`src/rtl/pipe_pkg.sv`:
```
// Shared defaults and field widths for the pipe_track pipeline tracker.
package pipe_pkg;

    localparam int unsigned DATA_W_DEF      = 16;
    localparam int unsigned STAGES_DEF      = 5;
    localparam int unsigned FLUSH_DEPTH_DEF = 2;
    localparam int unsigned OPC_W           = 4;

    localparam logic [OPC_W-1:0] HLT_OPCODE_DEF = 4'hF;

endpackage

```
`src/rtl/pipe_stage.sv`:
```
// One pipeline stage: valid+data register with hold, bubble-load and kill.
module pipe_stage
    import pipe_pkg::*;
#(
    parameter int unsigned DATA_W = DATA_W_DEF
) (
    input  logic              clk,
    input  logic              rst_n,
    input  logic              hold_i,
    input  logic              bubble_i,
    input  logic              kill_i,
    input  logic              valid_i,
    input  logic [DATA_W-1:0] data_i,
    output logic              valid_o,
    output logic [DATA_W-1:0] data_o
);

    logic              valid_q, valid_d;
    logic [DATA_W-1:0] data_q, data_d;

    // Kill beats hold, hold beats load; an empty stage always carries zero data.
    always_comb begin
        valid_d = valid_q;
        data_d  = data_q;
        if (kill_i) begin
            valid_d = 1'b0;
            data_d  = '0;
        end else if (!hold_i) begin
            if (bubble_i) begin
                valid_d = 1'b0;
                data_d  = '0;
            end else begin
                valid_d = valid_i;
                data_d  = data_i;
            end
        end
    end

    always_ff @(posedge clk or negedge rst_n) begin
        if (!rst_n) begin
            valid_q <= 1'b0;
            data_q  <= '0;
        end else begin
            valid_q <= valid_d;
            data_q  <= data_d;
        end
    end

    assign valid_o = valid_q;
    assign data_o  = data_q;

endmodule

```
`src/rtl/pipe_track.sv`:
```
// In-order pipeline tracker with stall, flush and sticky halt on retirement.
// Optional perf counters (retire_cnt, stall_cnt) enabled by PIPE_TRACK_PERF_CNT_EN.
module pipe_track
    import pipe_pkg::*;
#(
    parameter int unsigned      DATA_W      = DATA_W_DEF,
    parameter int unsigned      STAGES      = STAGES_DEF,
    parameter int unsigned      FLUSH_DEPTH = FLUSH_DEPTH_DEF,
    parameter logic [OPC_W-1:0] HLT_OPCODE  = HLT_OPCODE_DEF
) (
    input  logic                     clk,
    input  logic                     rst_n,
    input  logic                     in_valid,
    input  logic [DATA_W-1:0]        in_data,
    output logic                     in_ready,
    input  logic [STAGES-1:0]        stall_req,
    input  logic                     flush_req,
    output logic [STAGES-1:0]        stage_valid,
    output logic [STAGES*DATA_W-1:0] stage_data,
    output logic                     out_valid,
    output logic [DATA_W-1:0]        out_data,
    output logic                     retire,
    output logic                     hlt
`ifdef PIPE_TRACK_PERF_CNT_EN
    ,
    output logic [31:0]              retire_cnt,
    output logic [31:0]              stall_cnt
`endif
);

    logic [STAGES-1:0] hold;
    logic [STAGES-1:0] bubble;
    logic [STAGES-1:0] kill;
    logic [STAGES-1:0] ld_valid;
    logic [STAGES-1:0] valid_s;
    logic [DATA_W-1:0] ld_data [STAGES];
    logic [DATA_W-1:0] data_s  [STAGES];
    logic              opc_match;
    logic              hlt_q, hlt_d;

    // A stall on stage j freezes j and everything younger (lower index).
    always_comb begin
        hold = '0;
        for (int unsigned i = 0; i < STAGES; i++) begin
            logic acc;
            acc = 1'b0;
            for (int unsigned j = 0; j < STAGES; j++) begin
                if (j >= i) acc = acc | stall_req[j];
            end
            hold[i] = acc;
        end
    end

    always_comb begin
        kill        = '0;
        bubble      = '0;
        ld_valid    = '0;
        ld_valid[0] = in_valid;
        ld_data[0]  = in_data;
        bubble[0]   = ~(in_valid & in_ready);
        for (int unsigned i = 0; i < STAGES; i++) begin
            kill[i] = flush_req & (i < FLUSH_DEPTH);
        end
        for (int unsigned i = 1; i < STAGES; i++) begin
            ld_valid[i] = valid_s[i-1];
            ld_data[i]  = data_s[i-1];
            bubble[i]   = hold[i-1];
        end
    end

    for (genvar g = 0; g < STAGES; g++) begin : g_stage
        pipe_stage #(
            .DATA_W(DATA_W)
        ) u_stage (
            .clk     (clk),
            .rst_n   (rst_n),
            .hold_i  (hold[g]),
            .bubble_i(bubble[g]),
            .kill_i  (kill[g]),
            .valid_i (ld_valid[g]),
            .data_i  (ld_data[g]),
            .valid_o (valid_s[g]),
            .data_o  (data_s[g])
        );
    end

    always_comb begin
        stage_data = '0;
        for (int unsigned i = 0; i < STAGES; i++) begin
            stage_data[i*DATA_W +: DATA_W] = data_s[i];
        end
    end

    assign stage_valid = valid_s;
    assign out_valid   = valid_s[STAGES-1];
    assign out_data    = data_s[STAGES-1];
    assign retire      = valid_s[STAGES-1] & ~stall_req[STAGES-1];
    assign opc_match   = (data_s[STAGES-1][DATA_W-1 -: OPC_W] == HLT_OPCODE);
    assign hlt_d       = hlt_q | (retire & opc_match);
    assign hlt         = hlt_d;
    // rst_n gating keeps in_ready low while reset is held, independent of stalls.
    assign in_ready    = rst_n & ~hold[0] & ~hlt_d;

    always_ff @(posedge clk or negedge rst_n) begin
        if (!rst_n) hlt_q <= 1'b0;
        else        hlt_q <= hlt_d;
    end

`ifdef PIPE_TRACK_PERF_CNT_EN
    logic [31:0] retire_cnt_q, retire_cnt_d;
    logic [31:0] stall_cnt_q, stall_cnt_d;

    assign retire_cnt_d = retire_cnt_q + {31'd0, retire};
    assign stall_cnt_d  = stall_cnt_q + {31'd0, |stall_req};

    always_ff @(posedge clk or negedge rst_n) begin
        if (!rst_n) begin
            retire_cnt_q <= '0;
            stall_cnt_q  <= '0;
        end else begin
            retire_cnt_q <= retire_cnt_d;
            stall_cnt_q  <= stall_cnt_d;
        end
    end

    assign retire_cnt = retire_cnt_q;
    assign stall_cnt  = stall_cnt_q;
`endif

endmodule

```
`config.mk`:
```
export PLATFORM = sky130hd
export DESIGN_NAME = pipe_track
export DESIGN_NICKNAME = d
export VERILOG_FILES = /design/src/rtl/pipe_pkg.sv /design/src/rtl/pipe_stage.sv /design/src/rtl/pipe_track.sv
export SDC_FILE = /design/constraint.sdc
export NUM_CORES = 1
export LEC_CHECK = 0
export CAP_MARGIN = 20
export CORE_MARGIN = 5
export CORE_UTILIZATION = 35
export CTS_CLUSTER_SIZE = 30
export DETAILED_ROUTE_END_ITERATION = 8
export DONT_BUFFER_PORTS = 1
export MAX_ROUTING_LAYER = met4
export PLACE_DENSITY = 0.54
export SETUP_SLACK_MARGIN = 0.1
export SYNTH_ARGS = -nofsm -noshare
export SYNTH_HDL_FRONTEND = slang
export SYNTH_HIERARCHICAL = 1
export SYNTH_SLANG_ARGS = --single-unit
```
`constraint.sdc`:
```
create_clock -name clk -period 1.96 [get_ports clk]
set_input_delay 0.196 -clock clk [delete_from_list [all_inputs] [get_ports clk]]
set_output_delay 0.196 -clock clk [all_outputs]
set_load 0.05 [all_outputs]
```
==> out/metrics.csv <==
metric,value,unit
io_pins,130,
relSlewSlack,0.386,
antenna_found_initial,0,
report.final.slew_viol_count,0,
violations,negative hold slack,
switching_share,0.220,
drt_pass1_iterations,4,
totalWireLength,8760,um
start_util,0.360,
critPathKind,flip-flop to output port,
rr_worst_depth,6,
worst_pin_slew,0.922,ns
place.gp.congestion,0.706,
r2r_setup_slack,0.25,ns
pwr-share-comb,0.034,
fin_crit,1.73,ns
overflow,0,
syn2layout_area_growth,10.9,%
dieArea,12200,sq um
layout_commonest_cell,a32o_1,
yosysUniqueCellTypes,21,
antenna_left,0,
final_hold_viol_count,86,
path_cells,"nand4_1, nor3b_2, buf_4, or2_4",
max_stage_delay,0.36,ns
vias,2206,
cp_top_family,simple AND/OR/NAND/NOR gates,
worstPathRequired,1.76,ns
nets,270,
powerDensity,841,nW/um^2
drcViolationCount,0,
p_sw,0.724,mW
clk_latency,0.34,ns
vias_per_cell,5.76,
drive_gt1_frac,0.224,
grt_max_degree,88,
grt_pass1_wl,14200,um
cts_root_buf,clkbuf_8,
ys_seq_area_frac,0.609,
mostFrequentLayoutCells,"a32o_1 (85), dfrtp_1 (81), buf_4 (16)",
drv_cap,0,
dieWidth,110,um
clockPowerShare,0.428,
cp.arrival,1.54,ns
clockBufferDepth,2,
worst_hold_path_type,primary input to async pin,
synth_area_per_cell,15.0,sq um
fin_skew,0.00967,ns
cts.clk_slew.worst_paths,0.09,ns
fin_area,3920,sq um
p_seq_frac,0.538,
critPathCaptureType,output port,
critPathBufInv,1,
cts_made_buffers,9,
finalSetupViolCount,0,
cts_tree,done,
fp.dieH,110,um
crit_fanout,2,
yosys_warnings,6,
start_kind,flip-flop,
reg2reg_from,g_stage[4].u_stage/data_o[15]$_DFFE_PN0P_,
htree_num_levels,3,
cellLeakagePower,1.71,nW
tns,0,ns
num_antenna_cells,0,
whs,-0.467,ns
hpwl,6360,um
reg2reg_to,g_stage[0].u_stage/data_o[9]$_DFFE_PN0P_,
postPlaceCellArea,3530,sq um
cts_sinks,86,
grt_pass1_vias,2303,
num_rows,36,
synth_area,3530,sq um
grt_usage,0.148,
rsz0062_at_grt,yes,
status,"finished, violations left",
fin_crit_sh,0.884,
post_cts_buffers,0,
core,9820,sq um
fmax,0.577,GHz
portBuffers,0,
irDropWorstVdd,438,uV
p_int,2.57,mW
synth_cells,236,
wl_per_cell,22.9,um
worst_path_max_delay_cell,dfrtp_2,
ys_ff_latch,86,
drtIter0Drc,121,
==> worst max-delay path by stage <==
stage	slack [ns]	depth (start not counted)	end	startpoint
after floorplan	0.15	5	g_stage[0].u_stage/data_o[14]$_DFFE_PN0P_	g_stage[4].u_stage/valid_o$_DFFE_PN0P_
after global placement	0.19	6	g_stage[0].u_stage/data_o[3]$_DFFE_PN0P_	g_stage[4].u_stage/data_o[14]$_DFFE_PN0P_
after detailed placement	0.18	6	g_stage[0].u_stage/data_o[8]$_DFFE_PN0P_	g_stage[4].u_stage/data_o[14]$_DFFE_PN0P_
after CTS	0.14	5	in_ready	g_stage[4].u_stage/data_o[14]$_DFFE_PN0P_
after global routing	0.08	4	hlt	g_stage[4].u_stage/data_o[15]$_DFFE_PN0P_
final	0.23	4	hlt	g_stage[4].u_stage/data_o[12]$_DFFE_PN0P_
==> synth_stat cells <==
library cell	count	share of area
nor3b_1	1	0.0021
nand4_1	1	0.0018
conb_1	1	0.0011
dfrtp_1	86	0.61
nor3_1	1	0.0014
buf_6	5	0.016
or2_2	2	0.0035
a32o_1	85	0.24
or3_2	1	0.0021
nor2_4	5	0.016
buf_4	22	0.047
inv_2	5	0.0053
buf_2	5	0.0071
nor4_4	1	0.0060
and2b_2	1	0.0025
inv_1	1	0.0011
buf_8	5	0.021
or4b_1	1	0.0028
nor2b_1	5	0.0089
nand3b_1	1	0.0021
or2b_1	1	0.0021
==> metrics by stage <==
step / total power [mW] / setup slack, ns / utilization / std cells / hold WS, ns
after CTS: 3.32 / 0.138 / 0.395 / 379 / -0.487
after global placement: 1.89 / 0.189 / 0.358 / 350 / -0.0973
after global routing: 3.41 / 0.0814 / 0.399 / 383 / -0.500
final: 3.29 / 0.227 / 0.399 / 383 / -0.467
after floorplan: 1.91 / 0.147 / - / 241 / -0.0996
after detailed placement: 1.89 / 0.183 / 0.360 / 352 / -0.0974
==> registers in the layout, indices dropped and copies added, names as in the netlist <==
register                 cells
hlt_q                        1
g_stage.u_stage/valid_o      5
g_stage.u_stage/data_o      80
==> cell families (layout without fill, tap and decap cells) <==
group	Yosys count	count (layout)	share of synthesized area
AND/OR/NAND/NOR	21	21	0.0514
AO/OA/AOI/OAI	85	85	0.241
flip-flops	86	86	0.609
buffers and inverters	43	52	0.0974
other	1	6	0.00106
==> power groups by stage <==
stage	sequential [mW]	clock, mW	combinational, mW
floorplan	1.81	0	0.0974
global placement	1.81	0	0.0813
detailed placement	1.81	0	0.0859
CTS	1.77	1.45	0.103
global route	1.77	1.52	0.121
finish	1.77	1.41	0.111
==> final cells by class <==
cell class                 count  area (sq um)
fill                         962          5900
sequential                    86          2160
multi-input combinational    112          1070
tap                          133           166
timing repair buffer          30           272
inverter                       6          22.5
clock inverter                 6          93.8
clock buffer                  10           138
==> timing repair <==
action                                  CTS  global route
pin swaps                                 1             2
endpoints found under the hold margin    97            87
endpoints found under the setup margin    2             2
hold buffers                             11             1
gates resized for setup                   2             1
==> worst register-to-register path, delay by kind of cell, from the launching register on <==
kind	cells	cell delay (ns)
buffers and inverters	1	0.15
AND/OR/NAND/NOR	4	0.92
AO/OA/AOI/OAI	1	0.18
flip-flops	1	0.40
==> routing by layer <==
metal  global-route usage  vias to the layer above  part of all wire
met3               0.0421                       11             0.069
met5                    -                        -                 0
li1                     -                      965                 -
met1                0.183                     1158              0.43
met4               0.0517                        0             0.013
met2                0.233                       72              0.49
(Power assumes the default switching activity.)
